`config.mk`:
```
export PLATFORM = sky130hd
export DESIGN_NAME = shift_add_mult
export DESIGN_NICKNAME = d
export VERILOG_FILES = /design/src/rtl/shift_add_mult.sv
export SDC_FILE = /design/constraint.sdc
export NUM_CORES = 1
export LEC_CHECK = 0
export BUFFER_PORTS_ARGS = -buffer_cell sky130_fd_sc_hd__buf_4
export CORE_UTILIZATION = 55
export CTS_BUF_LIST = sky130_fd_sc_hd__clkbuf_4 sky130_fd_sc_hd__clkbuf_8
export DETAILED_ROUTE_END_ITERATION = 6
export PLACE_DENSITY = 0.76
export SLEW_MARGIN = 20
export SYNTH_ARGS = -nofsm -noshare
export SYNTH_HDL_FRONTEND = slang
export SYNTH_SLANG_ARGS = --single-unit
```
`constraint.sdc`:
```
create_clock -name clk -period 6 [get_ports clk]
set_input_delay 1.5 -clock clk [delete_from_list [all_inputs] [get_ports clk]]
set_output_delay 1.5 -clock clk [all_outputs]
set_load 0.02 [all_outputs]
```
`src/rtl/shift_add_mult.sv`:
```
// Sequential shift-and-add multiplier: one multiplier bit per cycle, LSB first.
// Define SHIFT_ADD_MULT_SIGNED_EN for a two's-complement build (subtracts on the final bit).
module shift_add_mult #(
  parameter int WIDTH = 8
) (
  input  logic                 clk,
  input  logic                 rst_n,
  input  logic                 in_valid,
  output logic                 in_ready,
  input  logic [WIDTH-1:0]     a,
  input  logic [WIDTH-1:0]     b,
  output logic                 out_valid,
  input  logic                 out_ready,
  output logic [2*WIDTH-1:0]   product,
  output logic                 busy
);

  localparam int PW = 2 * WIDTH;
  localparam int CW = $clog2(WIDTH);

  typedef enum logic [1:0] {IDLE, CALC, DONE} state_t;

  state_t          state_q, state_d;
  logic [WIDTH-1:0] a_q, a_d, b_q, b_d;
  logic [PW-1:0]    acc_q, acc_d;
  logic [CW-1:0]    cnt_q, cnt_d;
  logic             in_ready_q, in_ready_d;
  logic             out_valid_q, out_valid_d;
  logic             busy_q, busy_d;
  logic [PW-1:0]    product_q, product_d;
  logic [PW-1:0]    a_ext;
  logic [PW-1:0]    addend;
  logic             last_iter;

`ifdef SHIFT_ADD_MULT_SIGNED_EN
  assign a_ext = {{WIDTH{a_q[WIDTH-1]}}, a_q};
`else
  assign a_ext = {{WIDTH{1'b0}}, a_q};
`endif

  assign addend    = b_q[cnt_q] ? (a_ext << cnt_q) : '0;
  assign last_iter = (cnt_q == CW'(WIDTH - 1));

  always_comb begin
    state_d = state_q;
    a_d     = a_q;
    b_d     = b_q;
    acc_d   = acc_q;
    cnt_d   = cnt_q;
    case (state_q)
      IDLE: begin
        if (in_valid) begin
          a_d     = a;
          b_d     = b;
          acc_d   = '0;
          cnt_d   = '0;
          state_d = CALC;
        end
      end
      CALC: begin
`ifdef SHIFT_ADD_MULT_SIGNED_EN
        // The multiplier MSB carries negative weight in two's complement.
        acc_d = last_iter ? (acc_q - addend) : (acc_q + addend);
`else
        acc_d = acc_q + addend;
`endif
        if (last_iter) begin
          cnt_d   = '0;
          state_d = DONE;
        end else begin
          cnt_d = cnt_q + CW'(1);
        end
      end
      DONE: begin
        if (out_ready) begin
          state_d = IDLE;
        end
      end
      default: state_d = IDLE;
    endcase

    // Outputs are registered from the next state so they align with it.
    in_ready_d  = (state_d == IDLE);
    out_valid_d = (state_d == DONE);
    busy_d      = (state_d == CALC);
    product_d   = out_valid_d ? acc_d : '0;
  end

  always_ff @(posedge clk) begin
    if (!rst_n) begin
      state_q     <= IDLE;
      a_q         <= '0;
      b_q         <= '0;
      acc_q       <= '0;
      cnt_q       <= '0;
      in_ready_q  <= 1'b1;
      out_valid_q <= 1'b0;
      busy_q      <= 1'b0;
      product_q   <= '0;
    end else begin
      state_q     <= state_d;
      a_q         <= a_d;
      b_q         <= b_d;
      acc_q       <= acc_d;
      cnt_q       <= cnt_d;
      in_ready_q  <= in_ready_d;
      out_valid_q <= out_valid_d;
      busy_q      <= busy_d;
      product_q   <= product_d;
    end
  end

  assign in_ready  = in_ready_q;
  assign out_valid = out_valid_q;
  assign busy      = busy_q;
  assign product   = product_q;

endmodule

```
### After elaboration in Yosys (flattened, before gate mapping)

Index checks and enable logic that the tools add are counted.

* register bits: 56
* bits in latches: 0
* memory bits (writable): 0
* ROM bits: 0
* bits of input ports: 20
* output and inout bits: 19
* word-level logic and storage cells: 37
* memories: 0

* $add $sub $neg: 2
* multiply operators: 0
* div/mod/pow operators: 0
* $lt $le $gt $ge: 1
* equality and inequality tests: 6
* shifts and indexed selects: 1
* muxes and demuxes: 12
* bitwise operators: 0
* reductions and logical operators: 6

Operators with widths (number)
* $mux 16: 2
* $pmux 16 s2: 1
* $add 16x16->16: 1
* $shl 8x3->16: 1
* $mux 2: 3
* $mux 3: 2
* $pmux 2 s3: 1
* $pmux 3 s2: 1
* $reduce_and 2->1: 3
* $eq 2x1->1 const B: 2
* $eq 2x2->1 const B: 2
* $logic_not 2->1: 2
* $lt 3x4->1 const B: 1
* $add 3x1->3 const B: 1
* $bmux 1 s3: 1
* $eq 3x3->1 const B: 1
* $ne 2x2->1 const B: 1
* $reduce_bool 2->1: 1
* $mux 1: 1

### Longest topological paths before layout

Gate-level depths: netlist of the first run.

* depth after elaboration: 5
* gate-level depth with buffers: 13
* depth with buffers taken out: 11

### Least setup slack after synthesis of the first run

Ideal clock, no wire load.

* path type: register to register
* start point: register cnt_q[0]
* end point: register acc_q[6]
* setup time: 0.121 ns
* arrival time: 2.779 ns
* data required time: 5.879 ns
* slack: 3.100 ns
* stages on the path, launching flop included: 14
* path buffers: 3
* period minus slack after synthesis: 2.900 ns
* path through: dfxtp_1 buf_4 mux4_2 nand2_1 and2_1 buf_2 nor2_1 ha_1 buf_2 a21o_1 a21o_1 or3_1 a32oi_1 nor2b_1

* word-level cells in the longest chain between the ends: 5
* elaborated cells between the ends (all ways): 6
* classes of those cells: add/sub: 1; shift: 1; mux: 4

Ends and longest elaborated chain
* start: declaration: RTL line 26 `logic [CW-1:0] cnt_q, cnt_d;`
* start signal: assignment: RTL line 105 `cnt_q <= cnt_d;`
* $bmux 1 s3: RTL line 41 `assign addend = b_q[cnt_q] ? (a_ext << cnt_q) : '0;`
* $mux 1 (implied by the code): RTL line 41
* $mux 16 (*): RTL line 41
* $add 16x16->16 (*): RTL line 65 `acc_d = acc_q + addend;`
* $pmux 16 s2 (*): RTL line 50 `case (state_q)`
* end signal: assignment: RTL line 94 `acc_q <= '0;`
* end signal: assignment: RTL line 104 `acc_q <= acc_d;`
* end: declaration: RTL line 25 `logic [PW-1:0] acc_q, acc_d;`

Every way passes the cells marked *; elsewhere a longest branch is shown, timed or not. The select of a mux whose other input is x is not followed.
A chain may end at the register's enable or synchronous reset.

### Worst setup path after layout of the first run

* start point: register cnt_q[0]
* end point: register acc_q[13]

Same word-level chain as after synthesis.

==> results of run 1 <==
layout by cell type, fill, tap and decap left out, types with 4 or more instances in the layout:
master / Yosys / routed
a211oi_1: 8 / 8
a21boi_0: 8 / 8
a21boi_1: 10 / 10
a21o_1: 4 / 4
a21oi_1: 20 / 20
a22oi_1: 7 / 7
a31oi_1: 4 / 4
and2_1: 7 / 7
buf_4: 1 / 41
clkbuf_8: 0 / 5
dfxtp_1: 56 / 56
ha_1: 17 / 17
inv_1: 6 / 6
mux2i_1: 12 / 12
nand2_1: 54 / 54
nand2b_1: 4 / 4
nand3_1: 21 / 21
nand4_1: 7 / 7
nor2_1: 32 / 32
nor2b_1: 12 / 12
nor3_1: 7 / 7
o211ai_1: 4 / 4
o21a_1: 4 / 4
o21ai_0: 10 / 10
o21ai_1: 5 / 5
o31ai_1: 6 / 6
registers in the layout, indices dropped and copies added, names as in the netlist:
signal     cells
product       16
acc_q         16
out_valid      1
state_q        2
in_ready       1
busy           1
cnt_q          3
a_q            8
b_q            8
power by group through the flow:
stage | clock network (W) | logic (W) | registers [W]
floorplan | 0 | 0.0000523 | 0.000395
global placement | 0 | 0.0000692 | 0.000399
detailed placement | 0 | 0.0000697 | 0.000400
CTS | 0.000254 | 0.0000698 | 0.000391
global route | 0.000272 | 0.0000770 | 0.000393
finish | 0.000250 | 0.0000696 | 0.000391
layout make-up:
type                       count  area, um^2  share of cell area, %
clock inverter                 2        35.0                  0.972
tap                           72        90.1                   2.50
inverter                       7        26.3                  0.729
sequential                    56        1120                   31.1
multi-input combinational    302        1950                   54.0
clock buffer                   6        76.3                   2.12
timing repair buffer          41         308                   8.54
path summary, 6_finish.rpt:
check,cells past startpoint,slack (ns),to
worst max-delay path,10,2.47,acc_q[13]$_SDFF_PN0_
worst min-delay path,2,0.46,b_q[5]$_SDFFE_PN0P_
worst max register to register,10,2.47,acc_q[13]$_SDFF_PN0_
worst min register to register,2,0.46,b_q[5]$_SDFFE_PN0P_
worst max-delay path, delay by kind of cell (launching register included):
| kind | cells | cell delay, ns |
|---|---|---|
| AO/OA/AOI/OAI | 3 | 0.73 |
| adder cells (fa/ha/maj) | 1 | 0.40 |
| multiplexers | 1 | 0.59 |
| flip-flops | 1 | 0.80 |
| AND/OR/NAND/NOR | 5 | 0.92 |
kinds of logic after synthesis:
family | after synthesis | share of synthesized area (%)
adders and majority gates | 18 | 7.22
buffers and inverters | 33 | 4.81
and+or+nand+nor | 161 | 24.4
DFF | 56 | 34.8
AOI/OAI and AO/OA | 101 | 21.3
muxes | 17 | 6.17
xor gates and xnor gates | 5 | 1.36
stage by stage:
step	worst slack, ns	cells	power (W)
floorplan	3.10	391	0.000447
global placement	2.59	478	0.000468
detailed placement	2.47	478	0.000469
CTS	2.48	486	0.000715
global route	2.22	486	0.000741
finish	2.47	486	0.000710
Yosys cell counts, drive strengths merged (3+ instances only):
cell | n | share of area [%]
a211oi | 8 | 1.9
a21boi | 18 | 4.2
a21o | 4 | 0.93
a21oi | 23 | 4.2
a22oi | 7 | 1.6
a31oi | 4 | 0.78
a32oi | 3 | 0.82
and2 | 7 | 1.4
and3 | 3 | 0.58
and4 | 3 | 0.97
buf | 14 | 2.6
clkbuf | 12 | 1.4
dfxtp | 56 | 35
ha | 17 | 6.6
inv | 7 | 0.81
mux2 | 3 | 1.0
mux2i | 12 | 3.7
nand2 | 54 | 6.3
nand2b | 4 | 0.78
nand3 | 21 | 3.3
nand4 | 7 | 1.4
nor2 | 33 | 3.9
nor2b | 13 | 2.6
nor3 | 7 | 1.1
o211ai | 4 | 0.93
o21a | 4 | 0.93
o21ai | 17 | 2.9
o31ai | 6 | 1.4
xor2 | 3 | 0.82
metal layers:
layer	up-vias	wire, um
met5	-	0
met4	0	105
met3	11	303
met2	61	3470
met1	1318	3300
li1	1436	-
==> reports/metrics.yaml, run 1 <==
clock_tree:
  clock_sinks: 56
  cts_buffers: 5
  clk_pin_slew_ns: 0.10
  cts-root-buf: "clkbuf_8"
  clockBufferDepth: 2
  clk_latency_ns: 0.31
  cts_setup_buffers: 0
  cts_tree: "yes"
  htreeDepth: 2
  ctsHoldBuffers: 0
  cts-resized-gates: 0
power:
  power_per_cell_area_nw_per_um2: 197
  p_int_w: 0.000540
  swShare_pct: 24.0
  p_leak_nw: 1.42
  clockPowerShare_pct: 35.2
  seq_power_share_pct: 55.0
  comb_power_share_pct: 9.8
  ir_drop_uv: 133
  power_switching_w: 0.000171
timing:
  fin_crit_sh_pct: 58.8
  period_needed_ns: 3.53
  slew_headroom_pct: 51.4
  setup_violations: 0
  fin_tns_setup_ns: 0
  tightest_slew_ns: 0.727
  maxSlewViolCount: 0
  rsz0062_at_grt: "false"
  finalHoldViolations: 0
  fmax_mhz: 283
  timing.hold.ws_ns: 0.459
  finClkSkew_ns: 0.00889
logic_synthesis:
  ys_ff_latch: 56
  seq_area_frac_synth_pct: 34.8
  ys_types: 53
  mappedNetlistNets: 429
  yosys_warnings: 0
  synth_edf_count: 0
  async_flop_share_pct: 0
  netlist_area_um2: 3220
  ys.flop_type: "dfxtp_1"
  avgSynthCellArea_um2: 8.25
  synth_cells: 391
worst_setup_path:
  end_kind: "flop"
  crit_arrival_ns: 3.75
  worst_path_max_delay_cell: "dfxtp_1"
  r2r_start: "cnt_q[0]$_SDFFE_PN0P_"
  worstSetupPathType: "flop to flop"
  max_stage_delay_ns: 0.80
  required_ns: 6.22
  critPathLaunch: "cnt_q[0]$_SDFFE_PN0P_"
  startpoint_type: "flop"
  cp_cell_sequence: "mux4_2 -> nand2_1 -> and2_1 -> nor2_1 -> ha_1 -> o211ai_1 -> o21ai_1 -> nand4_1 -> and4_4 -> o31ai_1"
  worstPathMaxFanout: 20
floorplanning:
  io_pins: 39
  core_um2: 5570
  rows: 27
  dieArea_um2: 6170
  die_w_um: 78.6
  initial_core_util_pct: 57.8
  die_h_um: 78.6
routing:
  viasPerCell: 5.81
  dr_total_vias: 2826
  ant_nets: 0
  first_pass_iters: 6
  drc_errors: 0
  routed_wl_um: 7180
  routedWlPerCell_um: 14.8
  dr.first_iter.drc_count: 186
run:
  max-cap-violations: 0
global_routing:
  grt_max_degree: 46
  grt_use_total_pct: 24.2
  grt_pass1_vias: 2530
  use_met2_pct: 41.4
  gr-usage-met3_pct: 4.30
  grt_pass1_wl_um: 11800
  overflow: 0
  met1_usage_pct: 30.7
  gr-max-usage-layer: "met2"
  antenna_found_initial: 0
final_layout:
  nets: 451
  final_util_pct: 64.7
  n_fill_cell: 525
  fin_area_um2: 3600
  syn_to_final_growth_pct: 11.8
  diodes: 0
  drive_above_1_share_pct: 15.5
outcome:
  outcome: "complete, no violations"
placed_design:
  placedInstanceArea_um2: 3490
  portBuffers: 38
  place_congestion: 0.956
  dp_hpwl_um: 5360
worst_hold_path:
  hold_start: "b_q[5]$_SDFFE_PN0P_"
  hp-class: "flop to flop"
No activity file was read; power rests on OpenSTA's default activity.
==> inputs of run 2 (changes only) <==
CORE_UTILIZATION = 54   (was 55)
PLACE_DENSITY = 0.78   (was 0.76)
clock period = 3 ns   (was 6 ns; I/O delays follow)
==> run 2 against run 1 <==
Effect of this change: final area up 5.6%; wire length up 4.2%; first-iteration DRC count down 16%; clock-buffer cell count down 1; fmax up 24%; critical path type unchanged; total power up 120%; utilization up 2.8 points; flip-flop and latch count unchanged; critical endpoint is now acc_q[14]$_SDFF_PN0_.
==> reports/metrics.yaml, run 2 (same netlist as run 1, synthesis figures left out) <==
floorplanning:
  die_w_um: 79.3  # was 78.6 um
  dieArea_um2: 6280  # was 6170 um^2
  die_h_um: 79.3  # was 78.6 um
  io_pins: 39  # unchanged
  initial_core_util_pct: 57.2  # was 57.8%
  core_um2: 5640  # was 5570 um^2
  rows: 27  # unchanged
final_layout:
  layout_commonest_cell: "buf_4"  # was dfxtp_1
  mostFrequentLayoutCells: "buf_4, nand2_1, dfxtp_1"  # was dfxtp_1, nand2_1, buf_4
  syn_to_final_growth_pct: 18.0  # was 11.8%
  diodes: 0  # unchanged
  drive_above_1_share_pct: 20.9  # was 15.5%
  nets: 467  # was 451
global_routing:
  grt_max_degree: 46  # unchanged
  grt_use_total_pct: 25.1  # was 24.2%
  grt_pass1_vias: 2679  # was 2530
  antenna_found_initial: 0  # unchanged
  overflow: 0  # unchanged
  grt_pass1_wl_um: 12400  # was 11800 um
worst_setup_path:
  crit_arrival_ns: 3.10  # was 3.75 ns
  max_stage_delay_ns: 0.51  # was 0.80 ns
  worstPathMaxFanout: 7  # was 20
  required_ns: 3.25  # was 6.22 ns
  startpoint_type: "flop"  # unchanged
  cp_cell_sequence: "mux4_2 -> nand2_1 -> and2_2 -> nor2_1 -> ha_1 -> a21oi_4 -> o21ai_2 -> a211oi_1 -> buf_4 -> or4b_1 -> nand4_1"  # was mux4_2 -> nand2_1 -> and2_1 -> nor2_1 -> ha_1 -> o211ai_1 -> o21ai_1 -> nand4_1 -> and4_4 -> o31ai_1
  end_kind: "flop"  # unchanged
  worstSetupPathType: "flop to flop"  # unchanged
  worst_path_max_delay_cell: "mux4_2"  # was dfxtp_1
clock_tree:
  cts_tree: "yes"  # unchanged
  cts_setup_buffers: 0  # unchanged
  clockBufferDepth: 2  # unchanged
  htreeDepth: 2  # unchanged
  clk_pin_slew_ns: 0.10  # about the same
  cts_buffers: 5  # unchanged
  clk_latency_ns: 0.31  # about the same
  clock_sinks: 56  # unchanged
  cts-root-buf: "clkbuf_8"  # unchanged
timing:
  rsz0062_at_grt: "false"  # unchanged
  tightest_slew_ns: 0.561  # was 0.727 ns
  fmax_mhz: 351  # was 283 MHz
  period_needed_ns: 2.85  # was 3.53 ns
  finClkSkew_ns: 0.00897  # was 0.00889 ns
  finalHoldViolations: 0  # unchanged
  fin_tns_setup_ns: 0  # unchanged
  slew_headroom_pct: 62.5  # was 51.4%
  fin_crit_sh_pct: 95.0  # was 58.8%
  setup_violations: 0  # unchanged
  timing.hold.ws_ns: 0.463  # was 0.459 ns
  maxSlewViolCount: 0  # unchanged
routing:
  dr.first_iter.drc_count: 157  # was 186
  drc_errors: 0  # unchanged
  dr_total_vias: 2881  # was 2826
  ant_nets: 0  # unchanged
  routedWlPerCell_um: 14.9  # was 14.8 um
  routed_wl_um: 7480  # was 7180 um
  viasPerCell: 5.74  # was 5.81
  first_pass_iters: 4  # was 6
placed_design:
  portBuffers: 38  # unchanged
  dp_hpwl_um: 5660  # was 5360 um
  place_congestion: 0.929  # was 0.956
power:
  ir_drop_uv: 317  # was 133 uV
  p_leak_nw: 1.53  # was 1.42 nW
  power_per_cell_area_nw_per_um2: 418  # was 197 nW/um^2
outcome:
  outcome: "complete, no violations"  # unchanged
worst_hold_path:
  hp-class: "flop to flop"  # unchanged
run:
  max-cap-violations: 0  # unchanged
run 2: cell count changes in the layout (fill, tap and decap cells not counted), moves of 2 or more:
cell / delta
buf_4: +15
mux2i_1: -3
mux2i_2: +3
bufinv_16: +2
dfxtp_1: -2
dfxtp_2: +2
run 2: area by class of cell:
| type | count | area (um^2) |
|---|---|---|
| Clock buffer | 5 | 68.8 |
| Tap cell | 72 | 90.1 |
| Fill cell | 490 | 1840 |
| Timing Repair Buffer | 57 | 432 |
| Sequential cell | 56 | 1120 |
| Multi-Input combinational cell | 302 | 1970 |
| Clock inverter | 3 | 90.1 |
| Inverter | 7 | 26.3 |
run 2: report_power, final:
group          switching, W  internal [W]
Combinational     0.0000886     0.0000680
Sequential        0.0000161      0.000762
Clock              0.000238      0.000417
run 2: stage by stage:
step | std cells | power [W] | setup slack [ns] | area [um^2] | utilization, %
after floorplan | 391 | 0.000895 | 0.100 | 3220 | -
after global placement | 494 | 0.000943 | 0.145 | 3610 | 64.0
after detailed placement | 494 | 0.000947 | 0.0921 | 3610 | 64.0
after CTS | 502 | 0.00160 | 0.0589 | 3770 | 66.9
after global routing | 502 | 0.00165 | 0.00283 | 3800 | 67.4
final | 502 | 0.00159 | 0.151 | 3800 | 67.4
run 2: repair_timing:
action | CTS | global route
resized for setup | 0 | 11
setup endpoints to repair | 0 | 18
hold buffers | 0 | 0
run 2: layer usage:
layer	GRT usage, %	vias up	wire length [um]
met2	43.1	64	3690
met5	0	-	0
met3	3.68	11	260
li1	-	1474	-
met4	8.91	0	124
met1	31.8	1332	3410
run 2: final timing paths:
kind	endpoint	slack, ns	start	depth (start not counted)
worst max register to register	acc_q[14]$_SDFF_PN0_	0.15	cnt_q[0]$_SDFFE_PN0P_	11
worst min register to register	b_q[6]$_SDFFE_PN0P_	0.46	b_q[6]$_SDFFE_PN0P_	2
worst min-delay path	b_q[6]$_SDFFE_PN0P_	0.46	b_q[6]$_SDFFE_PN0P_	2
worst max-delay path	acc_q[14]$_SDFF_PN0_	0.15	cnt_q[0]$_SDFFE_PN0P_	11
run 2: worst max-delay path, delay by kind of cell (launching register included):
| family | cells | cell delay (ns) |
|---|---|---|
| compound gates | 3 | 0.36 |
| mux | 1 | 0.51 |
| simple gates | 5 | 1.01 |
| flops | 1 | 0.38 |
| fa+ha+maj | 1 | 0.39 |
| buf+inv | 1 | 0.15 |
==> inputs of run 3 (changes only) <==
GPL_TIMING_DRIVEN = 0   (was unset)
==> run 3 against run 2 <==
Effect of this change: combinational power is 14% higher; worst setup slack worse by 0.082 ns; register-to-register slack worse by 0.08 ns; total power is 8.5% lower; global-route usage is 1.5 points higher; utilization is 1.7 points higher; die area stayed put; clock power is 24% lower; critical endpoint is now product[6]$_SDFF_PN0_; highest routed layer unchanged.
==> reports/metrics.yaml, run 3 (same netlist as run 1, synthesis figures left out) <==
outcome:
  outcome: "complete, no violations"  # unchanged
power:
  clockPowerShare_pct: 34.4  # was 41.2%
  seq_power_share_pct: 53.3  # was 48.9%
  p_int_w: 0.00110  # was 0.00125 W
  p_leak_nw: 1.54  # was 1.53 nW
  ir_drop_uv: 230  # was 317 uV
  total_power_w: 0.00146  # was 0.00159 W
  swShare_pct: 24.6  # was 21.6%
  comb_power_share_pct: 12.3  # was 9.8%
  power_switching_w: 0.000358  # was 0.000343 W
  power_per_cell_area_nw_per_um2: 373  # was 418 nW/um^2
final_layout:
  mostFrequentLayoutCells: "dfxtp_1, nand2_1, buf_4"  # was buf_4, nand2_1, dfxtp_1
  ff_latch_area_um2: 1120  # about the same
  n_fill_cell: 464  # was 490
  syn_to_final_growth_pct: 20.9  # was 18.0%
  drive_above_1_share_pct: 24.5  # was 20.9%
  layout_commonest_cell: "dfxtp_1"  # was buf_4
  diodes: 0  # unchanged
  nets: 481  # was 467
  fin_area_um2: 3900  # was 3800 um^2
  final_util_pct: 69.1  # was 67.4%
  multi_input_area_um2: 2060  # was 1970 um^2
floorplanning:
  core_um2: 5640  # unchanged
  die_h_um: 79.3  # unchanged
  die_w_um: 79.3  # unchanged
  dieArea_um2: 6280  # unchanged
  io_pins: 39  # unchanged
  initial_core_util_pct: 57.2  # unchanged
  rows: 27  # unchanged
routing:
  viasPerCell: 5.85  # was 5.74
  ant_nets: 0  # unchanged
  dr_total_vias: 3021  # was 2881
  routed_wl_um: 8140  # was 7480 um
  dr.first_iter.drc_count: 207  # was 157
  drc_errors: 0  # unchanged
  routedWlPerCell_um: 15.8  # was 14.9 um
  first_pass_iters: 5  # was 4
worst_setup_path:
  startpoint_type: "flop"  # unchanged
  crit_arrival_ns: 3.12  # was 3.10 ns
  r2r-end: "product[6]$_SDFF_PN0_"  # was acc_q[14]$_SDFF_PN0_
  worstRegToRegCells: 13  # was 11
  required_ns: 3.19  # was 3.25 ns
  worstSetupPathType: "flop to flop"  # unchanged
  rrSetupSlack_ns: 0.07  # was 0.15 ns
  worstPathMaxFanout: 7  # unchanged
  r2r_start: "cnt_q[0]$_SDFFE_PN0P_"  # unchanged
  end_kind: "flop"  # unchanged
worst_hold_path:
  hp-class: "flop to flop"  # unchanged
  hold_start: "b_q[5]$_SDFFE_PN0P_"  # was b_q[6]$_SDFFE_PN0P_
  hold_end: "b_q[5]$_SDFFE_PN0P_"  # was b_q[6]$_SDFFE_PN0P_
  min_delay_path_depth: 2  # unchanged
global_routing:
  grt_max_degree: 17  # was 46
  gr-max-usage-layer: "met2"  # unchanged
  grt_use_total_pct: 26.6  # was 25.1%
  grt_pass1_vias: 2679  # unchanged
  overflow: 0  # unchanged
  met1_usage_pct: 33.4  # was 31.8%
  use_met2_pct: 45.9  # was 43.1%
  antenna_found_initial: 0  # unchanged
  grt_pass1_wl_um: 12800  # was 12400 um
  gr-usage-met3_pct: 5.29  # was 3.68%
clock_tree:
  cts_buffers: 5  # unchanged
  htreeDepth: 2  # unchanged
  cts_tree: "yes"  # unchanged
  clk_pin_slew_ns: 0.10  # about the same
  clockBufferDepth: 2  # unchanged
  cts-root-buf: "clkbuf_8"  # unchanged
  clock_sinks: 56  # unchanged
  clk_latency_ns: 0.31  # about the same
  ctsHoldBuffers: 0  # unchanged
timing:
  setup_violations: 0  # unchanged
  fin_crit_sh_pct: 97.7  # was 95.0%
  rsz0062_at_grt: "true"  # was false
  timing.hold.ws_ns: 0.457  # was 0.463 ns
  fmax_mhz: 341  # was 351 MHz
  maxSlewViolCount: 0  # unchanged
  tightest_slew_ns: 0.673  # was 0.561 ns
  finClkSkew_ns: 0.00972  # was 0.00897 ns
  period_needed_ns: 2.93  # was 2.85 ns
  finalHoldViolations: 0  # unchanged
  slew_headroom_pct: 55.0  # was 62.5%
placed_design:
  portBuffers: 37  # was 38
  place_congestion: 0.929  # about the same
  placedInstanceArea_um2: 3590  # was 3610 um^2
  dp_hpwl_um: 5850  # was 5660 um
run:
  max-cap-violations: 0  # unchanged
-- run 3: cell count changes in the layout (fill, tap and decap cells not counted), moves of 3 or more --
| cell | before | now |
|---|---|---|
| buf_4 | 56 | 46 |
| ha_1 | 16 | 13 |
| buf_6 | 1 | 5 |
| a211oi_2 | 1 | 5 |
| clkbuf_1 | 0 | 12 |
| buf_2 | 0 | 6 |
| ha_2 | 1 | 4 |
| a211oi_1 | 7 | 3 |
-- run 3: what timing repair did --
item / in CTS / in global routing
buffers inserted: 4 / 4
setup endpoints to repair: 19 / 21
hold endpoints to repair: 0 / 0
gates resized for setup: 10 / 26
pin swaps: 3 / 13
-- run 3: worst max-delay path by stage --
stage	depth (start not counted)	slack [ns]	to	start
after floorplan	13	0.10	acc_q[6]$_SDFF_PN0_	cnt_q[0]$_SDFFE_PN0P_
after detailed placement	13	-0.24	product[13]$_SDFF_PN0_	cnt_q[0]$_SDFFE_PN0P_
after CTS	13	0.02	acc_q[12]$_SDFF_PN0_	cnt_q[1]$_SDFFE_PN0P_
after global routing	13	-0.09	acc_q[10]$_SDFF_PN0_	cnt_q[0]$_SDFFE_PN0P_
final	13	0.07	product[6]$_SDFF_PN0_	cnt_q[0]$_SDFFE_PN0P_
after global placement	13	-0.17	acc_q[13]$_SDFF_PN0_	cnt_q[0]$_SDFFE_PN0P_
-- run 3: power groups by stage --
stage	combinational (W)	clock, W	sequential [W]
final	0.000179	0.000501	0.000775
after CTS	0.000168	0.000515	0.000774
after global routing	0.000197	0.000540	0.000777
after floorplan	0.000105	0	0.000790
after global placement	0.000159	0	0.000790
after detailed placement	0.000161	0	0.000791
-- run 3: final cells by class --
cell class | instances | area share (%)
multi-input cells | 302 | 52.8
flip-flops and latches | 56 | 28.8
repair buffers | 45 | 8.66
plain buffers | 26 | 3.88
well taps | 72 | 2.31
clock buffers | 6 | 1.96
clock inverters | 2 | 0.899
inverters | 7 | 0.674
-- run 3: stage by stage --
step | TNS (ns) | cells | worst slack (ns)
after detailed placement | -2.13 | 500 | -0.237
after global routing | -0.246 | 516 | -0.0891
final | 0 | 516 | 0.0688
after floorplan | 0 | 391 | 0.100
after global placement | -1.50 | 500 | -0.173
after CTS | 0 | 512 | 0.0246
-- run 3: per-layer routing --
metal | up-vias | part of all wire, %
li1 | 1500 | -
met1 | 1398 | 45
met2 | 110 | 49
met3 | 13 | 4.9
met4 | 0 | 1.5
met5 | - | 0
-- run 3: critical path, stage by stage (launching register included) --
cell	delay, ns
dfxtp_2	0.34
buf_6	0.12
mux4_2	0.52
nand2_2	0.11
and2_4	0.14
buf_6	0.11
nor2_1	0.07
ha_1	0.27
buf_4	0.16
a21o_1	0.17
a21o_1	0.18
or3_4	0.36
a32oi_2	0.19
nor2_1	0.05
